### src/rtl/safe_softmax_pkg.sv
// Shared types and constants for the safe-softmax max-subtract stage.
package safe_softmax_pkg;

    localparam int unsigned D_W_DEF = 16;

    // Most negative representable difference for the default element width
    localparam logic [D_W_DEF-1:0] SAT_MIN = 16'h8000;

    typedef enum logic {
        LOAD  = 1'b0,
        DRAIN = 1'b1
    } state_e;

endpackage

### src/rtl/safe_softmax_row_buf.sv
// Row storage: one write port, one asynchronous read port, no reset on the array.
module safe_softmax_row_buf #(
    parameter int unsigned D_W     = 16,
    parameter int unsigned ROW_LEN = 16,
    parameter int unsigned AW      = 4
) (
    input  logic           i_clk,
    input  logic           i_we,
    input  logic [AW-1:0]  i_waddr,
    input  logic [D_W-1:0] i_wdata,
    input  logic [AW-1:0]  i_raddr,
    output logic [D_W-1:0] o_rdata
);

    logic [D_W-1:0] r_mem [ROW_LEN];

    always_ff @(posedge i_clk) begin
        if (i_we) r_mem[i_waddr] <= i_wdata;
    end

    assign o_rdata = r_mem[i_raddr];

endmodule

### src/rtl/safe_softmax_max_sub.sv
// Buffers one row of scores, tracks its signed maximum, then streams x_i - max.
// Optional macro SAFE_SOFTMAX_SAT_EN: saturate differences below the D_W range.
module safe_softmax_max_sub
    import safe_softmax_pkg::*;
#(
    parameter int unsigned D_W     = D_W_DEF,
    parameter int unsigned ROW_LEN = 16
) (
    input  logic           i_clk,
    input  logic           i_rst,
    input  logic           i_valid,
    output logic           o_ready,
    input  logic [D_W-1:0] i_data,
    input  logic           i_last,
    output logic           o_valid,
    input  logic           i_ready,
    output logic [D_W-1:0] o_data,
    output logic           o_last,
    output logic [D_W-1:0] o_max
);

    localparam int unsigned AW = (ROW_LEN > 1) ? $clog2(ROW_LEN) : 1;

    state_e         r_state;
    state_e         w_state_next;
    logic [AW-1:0]  r_cnt;
    logic [AW-1:0]  r_rd_ptr;
    logic [AW-1:0]  r_last_idx;
    logic [D_W-1:0] r_max;

    logic           w_in_xfer;
    logic           w_out_xfer;
    logic           w_is_first;
    logic           w_row_end;
    logic [D_W-1:0] w_max_next;
    logic [AW-1:0]  w_rd_addr;
    logic [D_W-1:0] w_rd_data;
    logic [D_W-1:0] w_x;
    logic [D_W-1:0] w_m;
    logic [D_W:0]   w_diff;
    logic [D_W-1:0] w_res;

    safe_softmax_row_buf #(
        .D_W     (D_W),
        .ROW_LEN (ROW_LEN),
        .AW      (AW)
    ) u_row_buf (
        .i_clk   (i_clk),
        .i_we    (w_in_xfer),
        .i_waddr (r_cnt),
        .i_wdata (i_data),
        .i_raddr (w_rd_addr),
        .o_rdata (w_rd_data)
    );

    always_ff @(posedge i_clk or posedge i_rst) begin
        if (i_rst) r_state <= LOAD;
        else       r_state <= w_state_next;
    end

    // Next-state and transfer qualifiers
    always_comb begin
        w_state_next = r_state;
        w_in_xfer    = 1'b0;
        w_out_xfer   = 1'b0;
        w_is_first   = (r_cnt == '0);
        w_row_end    = 1'b0;
        case (r_state)
            LOAD: begin
                w_in_xfer = i_valid;
                w_row_end = i_valid && (i_last || (r_cnt == AW'(ROW_LEN - 1)));
                if (w_row_end) w_state_next = DRAIN;
            end
            DRAIN: begin
                w_out_xfer = o_valid && i_ready;
                if (w_out_xfer && o_last) w_state_next = LOAD;
            end
            default: w_state_next = LOAD;
        endcase
    end

    // Running max and the shared subtract path; in LOAD it forms element 0's result
    always_comb begin
        w_max_next = r_max;
        if (w_is_first || ($signed(i_data) > $signed(r_max))) w_max_next = i_data;
        w_rd_addr = (r_state == LOAD) ? '0 : r_rd_ptr;
        w_x       = ((r_state == LOAD) && w_is_first) ? i_data : w_rd_data;
        w_m       = (r_state == LOAD) ? w_max_next : o_max;
        w_diff    = {w_x[D_W-1], w_x} - {w_m[D_W-1], w_m};
`ifdef SAFE_SOFTMAX_SAT_EN
        if (w_diff[D_W] && !w_diff[D_W-1])
            w_res = (D_W == D_W_DEF) ? D_W'(SAT_MIN) : {1'b1, {(D_W-1){1'b0}}};
        else
            w_res = D_W'(w_diff);
`else
        w_res = D_W'(w_diff);
`endif
    end

    always_ff @(posedge i_clk or posedge i_rst) begin
        if (i_rst) begin
            o_ready    <= 1'b1;
            o_valid    <= 1'b0;
            o_last     <= 1'b0;
            o_data     <= '0;
            o_max      <= '0;
            r_cnt      <= '0;
            r_rd_ptr   <= '0;
            r_last_idx <= '0;
            r_max      <= '0;
        end else begin
            o_ready <= (w_state_next == LOAD);
            if (w_in_xfer) begin
                r_cnt <= r_cnt + AW'(1);
                r_max <= w_max_next;
            end
            if (w_row_end) begin
                o_max      <= w_max_next;
                o_valid    <= 1'b1;
                o_data     <= w_res;
                o_last     <= w_is_first;
                r_rd_ptr   <= AW'(1);
                r_last_idx <= r_cnt;
            end else if (w_out_xfer) begin
                if (o_last) begin
                    o_valid  <= 1'b0;
                    o_last   <= 1'b0;
                    r_cnt    <= '0;
                    r_rd_ptr <= '0;
                end else begin
                    o_data   <= w_res;
                    o_last   <= (r_rd_ptr == r_last_idx);
                    r_rd_ptr <= r_rd_ptr + AW'(1);
                end
            end
        end
    end

endmodule

### config.mk
export PLATFORM = sky130hd
export DESIGN_NAME = safe_softmax_max_sub
export DESIGN_NICKNAME = d
export VERILOG_FILES = /design/src/rtl/safe_softmax_pkg.sv /design/src/rtl/safe_softmax_row_buf.sv /design/src/rtl/safe_softmax_max_sub.sv
export SDC_FILE = /design/constraint.sdc
export NUM_CORES = 1
export LEC_CHECK = 0
export CAP_MARGIN = 20
export CORE_ASPECT_RATIO = 1.2
export CORE_UTILIZATION = 61
export CTS_CLUSTER_DIAMETER = 30
export DETAILED_ROUTE_END_ITERATION = 8
export GPL_TIMING_DRIVEN = 0
export PLACE_DENSITY = 0.81
export SYNTH_ARGS = -nofsm -noshare
export SYNTH_HDL_FRONTEND = slang
export SYNTH_SLANG_ARGS = --single-unit
### constraint.sdc
create_clock -name i_clk -period 5.55 [get_ports i_clk]
set_clock_uncertainty 0.05 [all_clocks]
set_input_delay 1.11 -clock i_clk [delete_from_list [all_inputs] [get_ports i_clk]]
set_output_delay 1.11 -clock i_clk [all_outputs]
set_load 0.01 [all_outputs]
**Yosys cells after proc, flatten, opt, wreduce, memory -nomap -nowiden**

Memory sizes are Yosys's and may differ from the RTL's.
Cells that the tools add are included.

- Register bits after elaboration: 64
- Memories: 1
- Bits in writable memories: 256
- Input port bits: 21
- Logic and storage cells: 59

- Add/subtract/negate cells: 3
- Muxes and demuxes: 28
- Bitwise gates (word level): 2
- Reductions and logical operators: 11
- Magnitude comparators: 1
- Eq/ne operators: 3

Memories:

| memory | depth | bits a word | read ports | clocked after memory_dff | write ports | line | RTL |
|---|---|---|---|---|---|---|---|
| u_row_buf.r_mem | 16 | 16 | 1 | 0 | 1 | safe_softmax_row_buf.sv:15 | `logic [D_W-1:0] r_mem [ROW_LEN];` |

Operator list:

| operator | number |
|---|---|
| two-way mux 16 bit | 6 |
| two-way mux 4 bit | 8 |
| greater-than comparator 16 bit | 1 |
| subtractor 16 bit | 1 |
| two-way mux 1 bit | 13 |
| adder 4 x 1 -> 4 bit (second input constant) | 2 |
| equality test 4 bit | 1 |
| equality test 4 bit (second input constant) | 1 |
| logical AND 1 bit | 4 |
| logical NOT 4 bit | 1 |
| AND reduction 2 bit | 2 |
| nonzero test 2 bit | 2 |
| logical OR 1 bit | 2 |
| != test 2 x 1 -> 1 bit (second input constant) | 1 |
| inverter 1 bit | 2 |
| case mux 1 bit (2 select lines) | 1 |

**Longest topological paths before layout**

- Word-level depth: 8
- Gate-level depth with buffers: 23

**By module**

From an unflattened synthesis, not the netlist that was laid out.

- Cells, all modules: 834
- Area, all modules: 13,950.9 sq um

Modules (own cells, without submodules):

| module | instances | sequential area each (sq um) | cells an instance | area each (sq um) |
|---|---|---|---|---|
| safe_softmax_row_buf | 1 | 7,687.4 | 416 | 9,723.1 |
| safe_softmax_max_sub | 1 | 1,602.8 | 418 | 4,227.8 |

**Least setup slack after synthesis**

OpenSTA, ideal clock, no wires.

- Kind: input to register
- Start: input i_data[1]
- End: register o_data[14]
- Stages on the path: 21
- Buffers on the path: 0
- Setup slack: 0.733 ns
- Arrival: 4.642 ns
- Path through: ha_1 > a21oi_1 > o21a_1 > o41a_1 > a21oi_2 > and2_1 > mux2_1 > mux2_2 > ha_1 > inv_2 > fa_1 > a21o_1 > a21oi_1 > nor2b_1 > o21ai_1 > a21oi_1 > a41oi_1 > nand2_1 > a31oi_1 > xor2_1 > o21ai_1

- Word-level cells in the longest chain between the ends: 8

Ends and longest elaborated chain:

| item | line | RTL |
|---|---|---|
| start: declaration | safe_softmax_max_sub.sv:13 | `input logic [D_W-1:0] i_data,` |
| greater-than comparator 16 bit | safe_softmax_max_sub.sv:85 | `if (w_is_first \|\| ($signed(i_data) > $signed(r_max))) w_max_next = i_data;` |
| logical OR 1 bit | safe_softmax_max_sub.sv:85 |  |
| two-way mux 16 bit | safe_softmax_max_sub.sv:85 |  |
| two-way mux 16 bit | safe_softmax_max_sub.sv:88 | `w_m = (r_state == LOAD) ? w_max_next : o_max;` |
| subtractor 16 bit (*) | safe_softmax_max_sub.sv:89 | `w_diff = {w_x[D_W-1], w_x} - {w_m[D_W-1], w_m};` |
| two-way mux 16 bit | safe_softmax_max_sub.sv:125 | `if (o_last) begin` |
| two-way mux 16 bit | safe_softmax_max_sub.sv:124 | `end else if (w_out_xfer) begin` |
| two-way mux 16 bit (*) | safe_softmax_max_sub.sv:117 | `if (w_row_end) begin` |
| end signal: assignment | safe_softmax_max_sub.sv:120 | `o_data <= w_res;` |
| end signal: assignment | safe_softmax_max_sub.sv:131 | `o_data <= w_res;` |
| end: declaration | safe_softmax_max_sub.sv:17 | `output logic [D_W-1:0] o_data,` |

Every way passes the cells marked *; elsewhere a longest branch is shown, timed or not. The select of a mux whose other input is x is not followed.
A chain may end at the register's enable or synchronous reset.

**Final worst setup path**

- Start: input i_data[2]
- End: register o_data[15]

Same word-level chain as after synthesis.

==> metrics <==
first-pass GRT wire length=58,110 um; share of post-route cells with drive strength above 1=between 10% and 20%; Startpoint Class=input port; Post-Syn Nets=1,226; via count=10,350; post-synthesis instance total=1,168; Power Density=597.0 mW/mm^2; hold endpoint=o_data[1]; CP Data Required Time=5.89 ns; crit end category=register; Cell Area, Synth=roughly 0.014 sq mm; hold_sp=o_data[1]; nets@finish=1,339; top-count cell post-synth=edfxtp_1; io pins=56; met2 wire len=around 18,000 um; Area Growth Syn to Fin=17.21%; Int Pwr=roughly 6 mW; Final Cycle Share=94.41%; gr usage total=approximately 33%; count of flip-flops with a built-in enable after synthesis=256; CP dominant cell by count=o21ai_1; FF+latch count, synth=320; reg2reg end=o_data[14]; drc violations=0; Die Width=141.5 um; Leakage=6.002 nW; Crit path buffers/inverters=3; final setup fails=0; proportion of power drawn by combinational gates=42.7%; Net Switching=3.828 mW; gpl congestion=0.9904; post-layout instance area=0.01668 sq mm; number of max-cap violations=0; cells along the critical path=buf_2 -> ha_1 -> nand2_1 -> o21a_1 -> o41a_1 -> a21oi_2 -> and2_1 -> buf_6 -> buf_6 -> o21ai_1 -> mux2i_1 -> ha_1 -> a21oi_2 -> o21ai_1 -> nor4b_1 -> a21oi_1 -> a41o_1 -> o41ai_2 -> o21ai_1 -> xnor2_1 -> o21ai_1; CTS Hold Bufs=0; R2R Path Start=r_state; outcome=finished clean; sw frac=between 30% and 40%; clk sink count=320; actual slew at the worst max-slew pin=~1 ns; synth cell count leaders=256 x edfxtp_1, 251 x nand2_1, 76 x a211oi_1; Slew Limit Fails=0; clk_lat worst skew=0.53 ns; Hold Crit Depth=2; Mean Syn Cell Area=12.19 sq um; Fmax=0.1909 GHz; Top Layer Used=met4; Ys Warns=0; area share of the largest cell type after synthesis=54.00%; CTS buffer count=44; RSZ-0062 raised after global routing=false; initial antenna violation count=0; dpl cell area=0.01532 sq mm; Clock transition at path regs=0.04 ns; hold violation count in the final report=0; Final ANT Viol Nets=0; largest net degree at the start of global routing=35; Yosys top cell by area=edfxtp_1; top fanout value on the critical path=20; Die Area=0.02395 sq mm; clk buf depth=3; total grt overflow=0; Core Box Area=approximately 0.023 sq mm; power share of the sequential group=30.3%; CP max stage delay=0.45 ns; die height=169.3 um; register area share after synthesis=65.26%; PortBufs=55; Slowest-stage cell, CP=buf_2; row count=60; Antenna diodes=0; Final min period=~5.2 ns; maximum VDD drop=approximately 0.0003 V; TNS Setup=0 ns; final wirelength=38,190 um; crit path from=i_data[2]; ys flop type=edfxtp_1; ys async rst share=20.00%; WL met3=between 3000 and 4000 um; worst rel slew slack=31.23%; Clock power frac=a little over a quarter; initial DRC count=1,209; worst r2r path cells=18; largest cells by area after synthesis=edfxtp_1 54%, dfrtp_1 11%, nand2_1 6.6%; worst min-delay path class=reg -> reg; CTS H-tree depth=2; Starting Density=62.79%; arrival time of the worst setup path=5.58 ns; WL/cell=23.53 um; vias per cell=6.378; root buffer cell=clkbuf_16; M1 WL=13,810 um; crit-path leading delay family=compound AO/OA/AOI/OAI gates; post-DP HPWL=24,590 um; vias in the first global route=10,170; critical path class=in -> reg; Synth cell types=56; TritonCTS clock tree=built; TritonRoute pass-1 iters=6; R2R setup slack=0.37 ns
[cell usage in the layout (no fill, tap or decap), types with 36 or more instances in the layout]
cell type / instances
a211oi_1: 76
clkbuf_1: 53
clkbuf_16: 45
clkdlybuf4s50_1: 39
dfrtp_1: 63
edfxtp_1: 256
ha_1: 36
nand2_1: 251
nor2_1: 42
nor2b_1: 63
[timing repair]
item / in CTS / in global routing
endpoints found under the setup margin: 10 / 5
cloned: 0 / 0
setup buffers: 0 / 0
gates resized for setup: 52 / 36
pin swaps: 0 / 0
[registers in the layout (all words and copies together), names as in the netlist]
name             cells
o_data              16
o_last               1
o_max               16
o_ready              1
o_valid              1
r_cnt                4
r_last_idx           4
r_max               16
r_rd_ptr             4
r_state              1
u_row_buf.r_mem    256
[power by group through the flow]
stage	logic, mW	clock network [mW]	registers, mW
floorplan	2.76	0	3.08
global placement	3.95	0	3.05
detailed placement	4.09	0	3.06
CTS	4.15	2.70	3.01
global route	4.59	2.80	3.04
finish	4.26	2.69	3.01
[cell families (layout without fill, tap and decap cells)]
kind of cell             after synthesis  after routing  synth area share (%)
XOR/XNOR                              20             20                 1.230
multiplexers                          27             27                 2.101
AO/OA/AOI/OAI                        269            269                 13.07
AND/OR/NAND/NOR                      393            393                 11.98
adder cells (fa/ha/maj)               37             37                 3.305
flip-flops                           320            320                 65.26
buffers and inverters                102            247                 3.050
[final cells by class]
| cell class | instances | area (sq um) |
|---|---|---|
| Sequential cell | 320 | 9290 |
| Fill cell | 1519 | 5987 |
| Multi-Input combinational cell | 746 | 4549 |
| Clock buffer | 55 | 1174 |
| Timing Repair Buffer | 67 | 610.6 |
| Tap cell | 310 | 387.9 |
| Buffer | 74 | 330.3 |
| Clock inverter | 23 | 237.7 |
| Inverter | 28 | 105.1 |
[per-stage QoR]
step / hold slack (ns) / std cells / power, mW / worst slack (ns) / util, %
2_1_floorplan: 0.4167 / 1168 / 5.847 / 0.7330 / -
3_3_place_gp: 0.4021 / 1533 / 6.999 / -1.173 / 66.93
3_5_place_dp: 0.4094 / 1545 / 7.146 / -1.213 / 67.59
4_1_cts: 0.4191 / 1623 / 9.857 / 0.001334 / 73.81
5_1_grt: 0.4621 / 1623 / 10.43 / 0.05454 / 73.59
6_report: 0.4128 / 1623 / 9.961 / 0.3104 / 73.59
[worst max-delay path by stage]
stage	endpoint	depth (start not counted)
2_1_floorplan	o_data[14]	21
3_3_place_gp	o_data[12]	23
5_1_grt	o_data[15]	21
4_1_cts	o_data[12]	22
6_report	o_data[15]	21
3_5_place_dp	o_data[14]	23
[metal layers]
metal  up-vias  track usage (%)
met5         -                0
met4         0            17.77
met3       158            6.264
met2       652            54.97
met1      4980            41.25
li1       4562                -
[worst reg2reg max path, delay by kind of cell (launching register included)]
family,cells,cell delay [ns]
adder cells (fa/ha/maj),1,0.52
XOR/XNOR,1,0.20
AND/OR/NAND/NOR,3,0.58
AO/OA/AOI/OAI,10,2.33
flip-flops,1,0.35
buffers and inverters,3,1.01
Power figures use the tool's default switching activity.
